--- src/rtl/inttofloat_arbiter_pkg.sv ---
// Shared definitions for the inttofloat round-robin arbiter.
//   arb_state_t : arbiter FSM states
//   INT_W       : default signed sample width
//   FLOAT_W     : default IEEE-754 single result width
//   clog2       : ceiling log2, sizes the index and watchdog registers
package inttofloat_arb_pkg;

  typedef enum logic [1:0] {
    IDLE = 2'd0,
    LOAD = 2'd1,
    WAIT = 2'd2,
    ACK  = 2'd3
  } arb_state_t;

  localparam int INT_W   = 16;
  localparam int FLOAT_W = 32;

  function automatic int clog2(input int value);
    int r;
    int v;
    r = 0;
    v = value - 1;
    while (v > 0) begin
      r++;
      v = v >> 1;
    end
    return r;
  endfunction

endpackage

--- src/rtl/inttofloat_arbiter_if.sv ---
// Bundle of requester-side and converter-side signals of the arbiter.
//   req/req_data            : requester samples, level-held until ack
//   ack/result              : one-hot completion pulse and float result
//   busy/timeout_err        : arbiter status
//   conv_reset/conv_intin   : load strobe and operand to the converter
//   conv_floatout/conv_done : converter result and completion flag
// master = arbiter side, slave = environment (requesters + converter).
interface inttofloat_arbiter_if import inttofloat_arb_pkg::*; #(
  parameter int NREQ        = 4,
  parameter int INT_WIDTH   = INT_W,
  parameter int FLOAT_WIDTH = FLOAT_W
);

  logic [NREQ-1:0]           req;
  logic [NREQ*INT_WIDTH-1:0] req_data;
  logic [NREQ-1:0]           ack;
  logic [FLOAT_WIDTH-1:0]    result;
  logic                      busy;
  logic                      timeout_err;
  logic                      conv_reset;
  logic [INT_WIDTH-1:0]      conv_intin;
  logic [FLOAT_WIDTH-1:0]    conv_floatout;
  logic                      conv_done;

  modport master (
    input  req, req_data, conv_floatout, conv_done,
    output ack, result, busy, timeout_err, conv_reset, conv_intin
  );

  modport slave (
    output req, req_data, conv_floatout, conv_done,
    input  ack, result, busy, timeout_err, conv_reset, conv_intin
  );

endinterface

--- src/rtl/inttofloat_arbiter_rr_picker.sv ---
// Combinational round-robin picker.
//   req        : pending request bits
//   last_grant : index served most recently
//   grant_idx  : first set bit searching upward from last_grant+1, wrapping
//   any        : at least one request pending
module rr_picker import inttofloat_arb_pkg::*; #(
  parameter int NREQ  = 4,
  parameter int SEL_W = 2
) (
  input  logic [NREQ-1:0]  req,
  input  logic [SEL_W-1:0] last_grant,
  output logic [SEL_W-1:0] grant_idx,
  output logic             any
);

  always_comb begin
    int idx;
    grant_idx = last_grant;
    any       = 1'b0;
    idx       = 0;
    // Walk from the farthest candidate to the nearest so the nearest set bit
    // after last_grant is the one left standing.
    for (int k = NREQ; k >= 1; k--) begin
      idx = (int'(last_grant) + k) % NREQ;
      if (req[SEL_W'(idx)]) begin
        grant_idx = SEL_W'(idx);
        any       = 1'b1;
      end
    end
  end

endmodule

--- src/rtl/inttofloat_arbiter.sv ---
// Round-robin scheduler sharing one multi-cycle inttofloat converter among
// NREQ requesters. A granted sample is latched onto conv_intin, loaded with a
// one-cycle conv_reset pulse, and the converter's result is returned with a
// one-cycle one-hot ack. A watchdog aborts conversions that never finish.
//   clk, reset : clock, synchronous active-high reset
//   bus        : inttofloat_arbiter_if master modport (requesters + converter)
module inttofloat_arbiter import inttofloat_arb_pkg::*; #(
  parameter int NREQ        = 4,
  parameter int INT_WIDTH   = INT_W,
  parameter int FLOAT_WIDTH = FLOAT_W,
  parameter int TIMEOUT     = 15
) (
  input logic                  clk,
  input logic                  reset,
  inttofloat_arbiter_if.master bus
);

  localparam int SEL_W = (NREQ > 1) ? clog2(NREQ) : 1;
  localparam int CNT_W = (clog2(TIMEOUT + 1) > 0) ? clog2(TIMEOUT + 1) : 1;
  // Counter value during the last permitted WAIT cycle.
  localparam logic [CNT_W-1:0] CNT_LAST = CNT_W'(TIMEOUT - 1);

  arb_state_t             state_q;
  arb_state_t             state_d;
  logic [SEL_W-1:0]       sel_q;
  logic [SEL_W-1:0]       last_grant_q;
  logic [SEL_W-1:0]       grant_idx;
  logic                   any_req;
  logic [INT_WIDTH-1:0]   intin_q;
  logic [FLOAT_WIDTH-1:0] result_q;
  logic [CNT_W-1:0]       cnt_q;
  logic                   timeout_err_q;
  logic                   cnt_hit;
  logic [NREQ-1:0]        ack_vec;

  rr_picker #(
    .NREQ  (NREQ),
    .SEL_W (SEL_W)
  ) u_picker (
    .req        (bus.req),
    .last_grant (last_grant_q),
    .grant_idx  (grant_idx),
    .any        (any_req)
  );

  assign cnt_hit = (cnt_q == CNT_LAST);

  always_comb begin
    state_d = state_q;
    case (state_q)
      IDLE:    if (any_req) state_d = LOAD;
      LOAD:    state_d = WAIT;
      // done takes priority; timeout only ends WAIT when done is absent.
      WAIT:    if (bus.conv_done || cnt_hit) state_d = ACK;
      ACK:     state_d = IDLE;
      default: state_d = IDLE;
    endcase
  end

  always_ff @(posedge clk) begin
    if (reset) begin
      state_q       <= IDLE;
      sel_q         <= '0;
      last_grant_q  <= SEL_W'(NREQ - 1);
      intin_q       <= '0;
      result_q      <= '0;
      cnt_q         <= '0;
      timeout_err_q <= 1'b0;
    end else begin
      state_q <= state_d;
      case (state_q)
        IDLE: begin
          if (any_req) begin
            sel_q   <= grant_idx;
            intin_q <= bus.req_data[int'(grant_idx) * INT_WIDTH +: INT_WIDTH];
          end
        end
        LOAD: cnt_q <= '0;
        WAIT: begin
          cnt_q <= cnt_q + 1'b1;
          // result is captured on the edge that enters ACK.
          if (bus.conv_done) begin
            result_q <= bus.conv_floatout;
          end else if (cnt_hit) begin
            result_q      <= '0;
            timeout_err_q <= 1'b1;
          end
        end
        ACK:     last_grant_q <= sel_q;
        default: ;
      endcase
    end
  end

  always_comb begin
    ack_vec = '0;
    if (state_q == ACK) ack_vec[sel_q] = 1'b1;
  end

  assign bus.ack         = ack_vec;
  assign bus.result      = result_q;
  assign bus.busy        = (state_q != IDLE);
  assign bus.timeout_err = timeout_err_q;
  // Held high through reset so the converter comes up cleared as well.
  assign bus.conv_reset  = reset | (state_q == LOAD);
  assign bus.conv_intin  = intin_q;

endmodule
--- src/flat_wrapper.sv ---
// flat-port wrapper written by rule: the top's interface ports become plain ports
module inttofloat_arbiter_flat import inttofloat_arb_pkg::*;
#(
  parameter int NREQ        = 4,
  parameter int INT_WIDTH   = INT_W,
  parameter int FLOAT_WIDTH = FLOAT_W,
  parameter int TIMEOUT     = 15
)
  (clk, reset, bus_req, bus_req_data, bus_conv_floatout, bus_conv_done, bus_ack, bus_result, bus_busy, bus_timeout_err, bus_conv_reset, bus_conv_intin);
  inttofloat_arbiter_if #(.NREQ(NREQ), .INT_WIDTH(INT_WIDTH), .FLOAT_WIDTH(FLOAT_WIDTH)) bus_i ();
  input logic clk;
  input logic reset;
  input wire logic [$bits(bus_i.req)-1:0] bus_req;
  input wire logic [$bits(bus_i.req_data)-1:0] bus_req_data;
  input wire logic [$bits(bus_i.conv_floatout)-1:0] bus_conv_floatout;
  input wire logic [$bits(bus_i.conv_done)-1:0] bus_conv_done;
  output wire logic [$bits(bus_i.ack)-1:0] bus_ack;
  output wire logic [$bits(bus_i.result)-1:0] bus_result;
  output wire logic [$bits(bus_i.busy)-1:0] bus_busy;
  output wire logic [$bits(bus_i.timeout_err)-1:0] bus_timeout_err;
  output wire logic [$bits(bus_i.conv_reset)-1:0] bus_conv_reset;
  output wire logic [$bits(bus_i.conv_intin)-1:0] bus_conv_intin;
  assign bus_i.req = bus_req;
  assign bus_i.req_data = bus_req_data;
  assign bus_i.conv_floatout = bus_conv_floatout;
  assign bus_i.conv_done = bus_conv_done;
  assign bus_ack = bus_i.ack;
  assign bus_result = bus_i.result;
  assign bus_busy = bus_i.busy;
  assign bus_timeout_err = bus_i.timeout_err;
  assign bus_conv_reset = bus_i.conv_reset;
  assign bus_conv_intin = bus_i.conv_intin;
  inttofloat_arbiter #(.NREQ(NREQ), .INT_WIDTH(INT_WIDTH), .FLOAT_WIDTH(FLOAT_WIDTH), .TIMEOUT(TIMEOUT)) u_core (.clk(clk), .reset(reset), .bus(bus_i));
endmodule
--- config.mk ---
export PLATFORM = sky130hd
export DESIGN_NAME = inttofloat_arbiter_flat
export DESIGN_NICKNAME = d
export VERILOG_FILES = /design/src/rtl/inttofloat_arbiter_pkg.sv /design/src/rtl/inttofloat_arbiter_if.sv /design/src/rtl/inttofloat_arbiter_rr_picker.sv /design/src/rtl/inttofloat_arbiter.sv /design/src/flat_wrapper.sv
export SDC_FILE = /design/constraint.sdc
export NUM_CORES = 1
export LEC_CHECK = 0
export CAP_MARGIN = 20
export CORE_MARGIN = 4
export CORE_UTILIZATION = 24
export CTS_CLUSTER_DIAMETER = 60
export DETAILED_ROUTE_END_ITERATION = 6
export GPL_ROUTABILITY_DRIVEN = 0
export PLACE_DENSITY = 0.62
export SYNTH_ARGS = -nofsm -noshare
export SYNTH_HDL_FRONTEND = slang
export SYNTH_SLANG_ARGS = --single-unit
--- constraint.sdc ---
create_clock -name clk -period 4.7 [get_ports clk]
set_clock_uncertainty 0.05 [all_clocks]
set_input_delay 0.94 -clock clk [delete_from_list [all_inputs] [get_ports clk]]
set_output_delay 0.94 -clock clk [all_outputs]
set_load 0.01 [all_outputs]
==> results of run 1 <==
## metrics by stage
step	cells	instance area [um^2]	setup WS, ns
6_report	583	4730	1.38
3_3_place_gp	566	4360	1.32
5_1_grt	583	4730	1.25
3_5_place_dp	567	4390	1.27
2_1_floorplan	287	2710	2.32
4_1_cts	583	4730	1.32
## where the power goes
group	internal (W)	switching, W	leakage [nW]
Combinational	0.000402	0.000349	1.18
Clock	0.000530	0.000223	0.169
Sequential	0.000604	0.0000629	0.481
## cell families after synthesis
| logic type | after synthesis | synth area share, % |
|---|---|---|
| adder cells (fa/ha/maj) | 7 | 3.23 |
| AND/OR/NAND/NOR | 95 | 15.8 |
| flip-flops | 59 | 43.5 |
| AO/OA/AOI/OAI | 65 | 19.7 |
| multiplexers | 33 | 12.4 |
| buffers and inverters | 28 | 5.35 |
## routing by layer
| metal | track usage (%) | wire length [um] | vias up |
|---|---|---|---|
| met5 | 0 | 0 | - |
| met4 | 4.04 | 75 | 0 |
| met3 | 5.60 | 997 | 7 |
| met2 | 20.3 | 3760 | 130 |
| met1 | 16.8 | 3930 | 1230 |
| li1 | - | - | 1337 |
## worst paths after layout
path,endpoint,from
worst max register to register,u_core.bus.conv_intin[15],u_core.state_q[1]
worst max-delay path,bus_conv_reset,reset
worst min-delay path,u_core.bus.conv_intin[1],u_core.bus.conv_intin[1]
worst min register to register,u_core.bus.conv_intin[1],u_core.bus.conv_intin[1]
## cell type report
| cell class | instances | area (um^2) | share of cell area, % |
|---|---|---|---|
| tap | 140 | 175 | 3.70 |
| clock buffer | 11 | 243 | 5.13 |
| inverter | 8 | 30.0 | 0.635 |
| sequential | 59 | 1180 | 25.0 |
| timing repair buffer | 160 | 1610 | 34.0 |
| multi-input combinational | 200 | 1390 | 29.4 |
| clock inverter | 5 | 100 | 2.12 |
## cells in the mapped netlist
cell type / number
a211oi_1: 2
a21oi_1: 7
a22oi_1: 33
a311o_1: 1
and2_1: 2
and2b_1: 2
and3_1: 2
buf_1: 3
buf_2: 2
buf_4: 2
buf_6: 4
clkbuf_1: 9
dfxtp_1: 59
ha_1: 7
inv_1: 8
mux2_4: 1
mux2i_1: 32
nand2_1: 24
nand3_1: 4
nand4_1: 2
nand4b_1: 1
nor2_1: 45
nor2_2: 1
nor2b_1: 4
nor3_1: 4
nor3b_1: 1
nor4_2: 1
o211ai_1: 1
o21ai_0: 2
o21ai_1: 2
o21bai_1: 1
o221ai_1: 7
o221ai_2: 8
o311a_1: 1
or2_2: 1
or3_4: 1
## tightest hold or removal path, cell delays in order (launching register included)
cell and delay [ns]:
dfxtp_1 0.32, nand2_1 0.05, o221ai_1 0.06
## registers in the layout, summed over array words and instances, names as in the netlist
| name | cells |
|---|---|
| u_core.bus.result | 32 |
| u_core.sel_q | 2 |
| u_core.cnt_q | 4 |
| u_core.state_q | 2 |
| u_core.bus.timeout_err | 1 |
| u_core.last_grant_q | 2 |
| u_core.bus.conv_intin | 16 |
## placed cells by master, fill, tap and decap left out, types with 2 or more instances in the layout
cell type / instances
clkdlybuf4s50_1: 156
dfxtp_1: 59
nor2_1: 45
a22oi_1: 33
mux2i_1: 32
nand2_1: 24
clkbuf_16: 9
inv_1: 8
o221ai_2: 8
o221ai_1: 7
a21oi_1: 7
ha_1: 7
nor3_1: 4
nor2b_1: 4
nand3_1: 4
bufinv_16: 3
and3_1: 2
and2_1: 2
and2b_1: 2
o21ai_0: 2
nand4_1: 2
a211oi_1: 2
clkinv_2: 2
buf_4: 2
==> metrics.csv, run 1 <==
metric,value,unit
grt_max_degree,47,
synth_cells,287,
grt_pass1_vias,2756,
fin_crit_sh,70.6,%
grt_use_total,13.2,%
crit_buf_inv,2,
ctsLongestPathBuffers,2,
max_stage_delay,0.62,ns
cts_setup_buffers,0,
setup_viol,0,
reg2reg_slack,2.28,ns
hold_buffers,0,
yosysUniqueCellTypes,36,
cts.clk_slew.worst_paths,0.05,ns
io_pins,158,
clk_latency,0.32,ns
cts.sinks,59,
dieWidth,114,um
final_util,43.2,%
antenna_found_initial,0,
drt_iter0_markers,129,
via_per_inst,4.64,
fin_crit,3.32,ns
cp_data_required_time,3.71,ns
core_area,0.0109,mm^2
maxSlewViolCount,0,
yosysTopAreaCell,dfxtp_1,
grt-ovfl-total,0,
die_h,114,um
hold_path_class,reg -> reg,
dpl.hpwl,6680,um
worst-path-max-fanout,46,
io_buffers,157,
total_power,0.00217,W
ant_nets,0,
synth.top_cells.by_area,"dfxtp_1, mux2i_1, a22oi_1",
holdPathStages,2,
wirelength,8760,um
htreeDepth,3,
syn2layout_area_growth,74.4,%
slew_headroom,44.7,%
hold_viol_final,0,
drive_gt1_share,7.67,%
wl_per_cell,15.0,um
first_pass_iters,4,
crit_type,in -> out,
clock.fmax,0.301,GHz
hold-worst-slack,0.409,ns
syn_area,0.00271,mm^2
cts_resized,0,
nets,548,
vias,2704,
postSynthAreaPerCell,9.45,um^2
status,"complete, no violations",
n_fill_cell,1087,
cp_slowest_cell,buf_2,
crit_cells,3,
drc,0,
grt_first_pass_wirelength,13800,um
yosys.area.top_type_share,43.5,%
cts_tree,built,
crit_arrival,2.33,ns
static-leakage-power,1.83,nW
ys_seq_elements,59,
worst_pin_slew,0.830,ns
vdd_drop_max,195,uV
crit_chain,buf_2 > or2_2 > clkdlybuf4s50_1,
power_density,459,mW/mm^2
startpoint_type,primary input,
tns,0,ns
rsz0062_at_grt,false,
placementRows,38,
crit_family,buffers and inverters,
yosysWarnings,0,
syn_nets,397,
r2r_cells,6,
insertedDiodeCount,0,
root_buffer,clkbuf_16,
max_cap_viol_count,0,
cp-end-kind,output port,
initial_utilization,24.8,%
numCtsBuffers,9,
die-area,0.0131,mm^2
synth_seq_area_share,43.5,%
(Power assumes the default switching activity.)
==> inputs of run 2 (changes only) <==
==> constraint.sdc (replaced) <==
create_clock -name clk -period 3.5 [get_ports clk]
set_clock_uncertainty 0.05 [all_clocks]
set_input_delay 0.7 -clock clk [delete_from_list [all_inputs] [get_ports clk]]
set_output_delay 0.7 -clock clk [all_outputs]
set_load 0.01 [all_outputs]
==> run 2 against run 1 <==
First-iteration DRC count decreased by 25%. Sequential share of layout area up 0.24 points. Sequential cell count did not move. Combinational power increased by 33%. Register-to-register slack got worse by 1.2 ns. Clock power is 15% higher. Core utilization fell by 0.41 points. Die area is the same. Final cell count increased by 0.51%. Hold slack improved by 0.0077 ns. Clock-buffer cell count unchanged. Critical path depth rose by 2. Critical path type is now in -> reg. Largest power group is now combinational logic.
==> metrics.csv, run 2 (synthesis results as in run 1) <==
metric,value,unit,change
crit_buf_inv,1,,-1
static-leakage-power,1.82,nW,-0.88%
via_per_inst,4.68,,+0.81%
worst-path-max-fanout,15,,-67%
power_density,591,mW/mm^2,+29%
root_buffer,clkbuf_16,,
crit_arrival,2.82,ns,+0.49 ns
numCtsBuffers,9,,unchanged
grt_first_pass_wirelength,14000,um,+1.7%
rsz0062_at_grt,false,,
dieWidth,114,um,unchanged
cts_tree,built,,
final_common_cell,clkdlybuf4s50_1,,
largest_reg_flops,32,,unchanged
hold_viol_final,0,,unchanged
hold_path_class,reg -> reg,,
cp_data_required_time,3.66,ns,-0.05 ns
first_pass_iters,4,,unchanged
antenna_found_initial,0,,unchanged
startpoint_type,primary input,,
max_stage_delay,0.67,ns,+0.05 ns
worst_pin_slew,0.785,ns,-0.0453 ns
cp_slowest_cell,nand3_1,,
status,"complete, no violations",,
crit_chain,clkdlybuf4s50_1 > nor4_2 > nor3_1 > nand3_1 > o221ai_1,,
maxSlewViolCount,0,,unchanged
cts.sinks,59,,unchanged
max_cap_viol_count,0,,unchanged
vias,2740,,+1.3%
layout_common_cells,"clkdlybuf4s50_1, dfxtp_1, nor2_1, a22oi_1, mux2i_1",,
fin_crit_sh,76.1,%,
finalNonFillerCells,586,,+0.51%
hold_buffers,0,,unchanged
grt_max_degree,36,,-23%
cts.clk_slew.worst_paths,0.05,ns,about the same
grt_use_total,13.1,%,-0.040 points
drt_iter0_markers,97,,-25%
placed_area,0.00439,mm^2,about the same
crit_family,simple AND/OR/NAND/NOR gates,,
syn2layout_area_growth,72.7,%,
die-area,0.0131,mm^2,unchanged
core_area,0.0109,mm^2,unchanged
initial_utilization,24.8,%,unchanged
clock.fmax,0.376,GHz,
nets,551,,+0.55%
vdd_drop_max,220,uV,+13%
drc,0,,unchanged
drive_gt1_share,8.30,%,+0.62 points
die_h,114,um,unchanged
grt-ovfl-total,0,,unchanged
io_pins,158,,unchanged
total_power,0.00277,W,+28%
slew_headroom,47.5,%,+2.9 points
clk_latency,0.32,ns,about the same
cp-end-kind,flop,,
insertedDiodeCount,0,,unchanged
dpl.hpwl,6640,um,-0.70%
fin_crit,2.66,ns,
ant_nets,0,,unchanged
placementRows,38,,unchanged
htreeDepth,3,,unchanged
io_buffers,157,,unchanged
setup_viol,0,,unchanged
wirelength,8880,um,+1.3%
ctsLongestPathBuffers,2,,unchanged
crit_type,in -> reg,,
place_inst,570,,+0.53%
tns,0,ns,unchanged
final_area,0.00468,mm^2,-0.95%
grt_pass1_vias,2770,,+0.51%
cts_setup_buffers,0,,unchanged
cts_resized,0,,unchanged
reg2reg_slack,1.08,ns,-1.20 ns
wl_per_cell,15.2,um,+0.82%
[run 2: report_power, final]
part | total (W) | leakage (nW) | switching (W) | internal, W
registers | 0.000897 | 0.481 | 0.0000856 | 0.000811
logic | 0.00100 | 1.19 | 0.000466 | 0.000538
clock network | 0.000868 | 0.145 | 0.000302 | 0.000566
total | 0.00277 | 1.82 | 0.000854 | 0.00192
[run 2: final cells by class]
type,count,area (um^2)
fillers,1106,6250
multi-input cells,200,1390
inverters,8,30.0
well taps,140,175
repair buffers,163,1610
flip-flops and latches,59,1180
clock inverters,5,52.6
clock buffers,11,243
[run 2: per-layer routing]
metal / GRT usage (%) / wire length [um] / vias up
met5: 0 / 0 / -
li1: - / - / 1345
met4: 4.35 / 120 / 0
met3: 5.23 / 1050 / 11
met2: 20.8 / 3860 / 138
met1: 16.3 / 3850 / 1246
[run 2: path summary, 6_finish.rpt]
kind,from,endpoint,cells after the start
setup / recovery,bus_req[2],u_core.bus.conv_intin[9],5
hold / removal,u_core.bus.conv_intin[4],u_core.bus.conv_intin[4],2
setup reg to reg,u_core.state_q[1],u_core.bus.conv_intin[9],6
hold reg to reg,u_core.bus.conv_intin[4],u_core.bus.conv_intin[4],2
[run 2: stage by stage]
stage               hold WS [ns]  utilization (%)  setup WS, ns
CTS                        0.418             42.8         0.832
global placement           0.395             40.1         0.644
detailed placement         0.399             40.1         0.478
finish                     0.417             42.8         0.837
floorplan                  0.424                -          1.44
global route               0.430             42.8         0.590
[run 2: worst register-to-register path, stage by stage, from the launching register on]
cell	delay, ns
dfxtp_1	0.32
inv_1	0.12
ha_1	0.21
inv_1	0.09
nor3_1	0.47
nand3_1	0.67
o221ai_1	0.39
==> inputs of run 3 (changes only) <==
==> constraint.sdc (replaced) <==
create_clock -name clk -period 2.7 [get_ports clk]
set_clock_uncertainty 0.05 [all_clocks]
set_input_delay 0.54 -clock clk [delete_from_list [all_inputs] [get_ports clk]]
set_output_delay 0.54 -clock clk [all_outputs]
set_load 0.01 [all_outputs]
==> run 3 against run 2 <==
First-iteration DRC count fell by 2.1%. Register-to-register slack worse by 0.31 ns. Global-route usage up 0.38 points. Final area up 1.7%. Highest routed layer unchanged. Combinational power increased by 35%. Non-clock buffer count increased by 1. Hold slack got worse by 0.0060 ns. Worst setup slack worse by 0.55 ns. Clock-buffer cell count increased by 1. Clock power grew 45%.
==> metrics.csv, run 3 (synthesis results as in run 1) <==
metric,value,unit,change
numCtsBuffers,9,,unchanged
worst_pin_slew,0.537,ns,-0.248 ns
n_fill_cell,1091,,-1.4%
clk_latency,0.32,ns,about the same
status,"complete, no violations",,
crit_family,buffers and inverters,,
die-area,0.0131,mm^2,unchanged
cts_resized,0,,unchanged
drc,0,,unchanged
setup_viol,0,,unchanged
internal_power,0.00264,W,+38%
slew_headroom,63.9,%,+16 points
cp-end-kind,output port,,
clock.fmax,0.415,GHz,
io_buffers,157,,unchanged
p_comb_share,35.9,%,-0.4 points
swShare,30.1,%,-0.76 points
cts.sinks,59,,unchanged
p_clk_share,33.3,%,+1.9 points
cp_slowest_cell,clkdlybuf4s50_1,,
cp_data_required_time,2.11,ns,-1.55 ns
syn2layout_area_growth,75.6,%,
cts_setup_buffers,0,,unchanged
root_buffer,clkbuf_16,,
static-leakage-power,1.85,nW,+1.9%
startpoint_type,flop,,
wl_met1,4000,um,+3.9%
htreeDepth,3,,unchanged
grt_first_pass_wirelength,14100,um,+0.89%
ctsLongestPathBuffers,2,,unchanged
register_area,0.00118,mm^2,unchanged
hold_viol_final,0,,unchanged
final_util,43.6,%,+0.72 points
startpoint,u_core.state_q[0],,
worstReg2RegStart,u_core.state_q[1],,
layout_common_cells,"clkdlybuf4s50_1, dfxtp_1, nor2_1, a22oi_1, mux2i_1",,
dpl.hpwl,6670,um,+0.46%
wl_per_cell,15.4,um,+1.8%
placementRows,38,,unchanged
route.met2.wl,3930,um,+1.9%
crit_chain,ha_1 > inv_1 > nor3b_1 > clkdlybuf4s50_1,,
via_per_inst,4.74,,+1.3%
grt_use_total,13.5,%,+0.38 points
dieWidth,114,um,unchanged
tns,0,ns,unchanged
fin_crit,2.41,ns,
fin_crit_sh,89.3,%,
max_stage_delay,0.57,ns,-0.10 ns
rsz0062_at_grt,false,,
power_density,792,mW/mm^2,+34%
worst-path-max-fanout,5,,-10
insertedDiodeCount,0,,unchanged
core_area,0.0109,mm^2,unchanged
io_pins,158,,unchanged
nets,552,,+0.18%
largest_reg_flops,32,,unchanged
power.switching,0.00113,W,+33%
grt-ovfl-total,0,,unchanged
wirelength,9050,um,+2.0%
antenna_found_initial,0,,unchanged
crit_type,reg -> out,,
cts_tree,built,,
hold_path_class,reg -> reg,,
crit_buf_inv,2,,+1
multi_input_area,0.00139,mm^2,unchanged
crit_arrival,1.82,ns,-1.00 ns
grt_pass1_vias,2788,,+0.65%
hold_buffers,0,,unchanged
die_h,114,um,unchanged
wl_met3,1040,um,-1.1%
cts.clk_slew.worst_paths,0.06,ns,about the same
drt_iter0_markers,95,,-2.1%
maxSlewViolCount,0,,unchanged
final_common_cell,clkdlybuf4s50_1,,
grt_max_degree,33,,-8.3%
ant_nets,0,,unchanged
initial_utilization,24.8,%,unchanged
drive_gt1_share,8.50,%,+0.21 points
pwr-share-seq,30.8,%,-1.6 points
max_cap_viol_count,0,,unchanged
vdd_drop_max,319,uV,+45%
first_pass_iters,4,,unchanged
vias,2781,,+1.5%
topRoutingLayerUsed,met4,,
worstHoldStart,u_core.bus.conv_intin[3],,
run 3: tightest hold or removal path, cell delays in order, from the launching register on:
cell      delay, ns
dfxtp_1        0.32
nand2_1        0.05
o221ai_1       0.05
run 3: through the flow:
step	instances	hold slack [ns]	instance area, um^2	power (W)	setup WS [ns]
after floorplan	287	0.424	2710	0.00189	0.803
after global placement	571	0.393	4430	0.00252	0.306
after detailed placement	571	0.395	4430	0.00255	0.253
after CTS	587	0.412	4760	0.00385	0.260
after global routing	587	0.431	4760	0.00400	0.120
final	587	0.410	4760	0.00377	0.288
run 3: power by group through the flow:
stage	logic, W	clock network [W]	registers (W)
6_report	0.00135	0.00126	0.00116
5_1_grt	0.00148	0.00134	0.00118
4_1_cts	0.00138	0.00131	0.00116
3_5_place_dp	0.00137	0	0.00118
3_3_place_gp	0.00134	0	0.00117
2_1_floorplan	0.000659	0	0.00123
run 3: final timing paths:
| check | end | slack, ns | depth (start not counted) |
|---|---|---|---|
| max | bus_ack[1] | 0.29 | 4 |
| min | u_core.bus.conv_intin[3] | 0.41 | 2 |
| max reg2reg | u_core.bus.conv_intin[8] | 0.77 | 7 |
| min reg2reg | u_core.bus.conv_intin[3] | 0.41 | 2 |
run 3: final cells by class:
cell class	count	share of cell area, %
multi-input combinational	200	29.2
clock buffer	12	5.38
clock inverter	4	1.52
inverter	8	0.630
timing repair buffer	164	34.8
tap	140	3.68
sequential	59	24.8
run 3: routing by layer:
layer	global-route usage, %	vias to the layer above
li1	-	1351
met2	21.4	133
met3	5.76	7
met5	0	-
met4	4.28	0
met1	16.7	1290
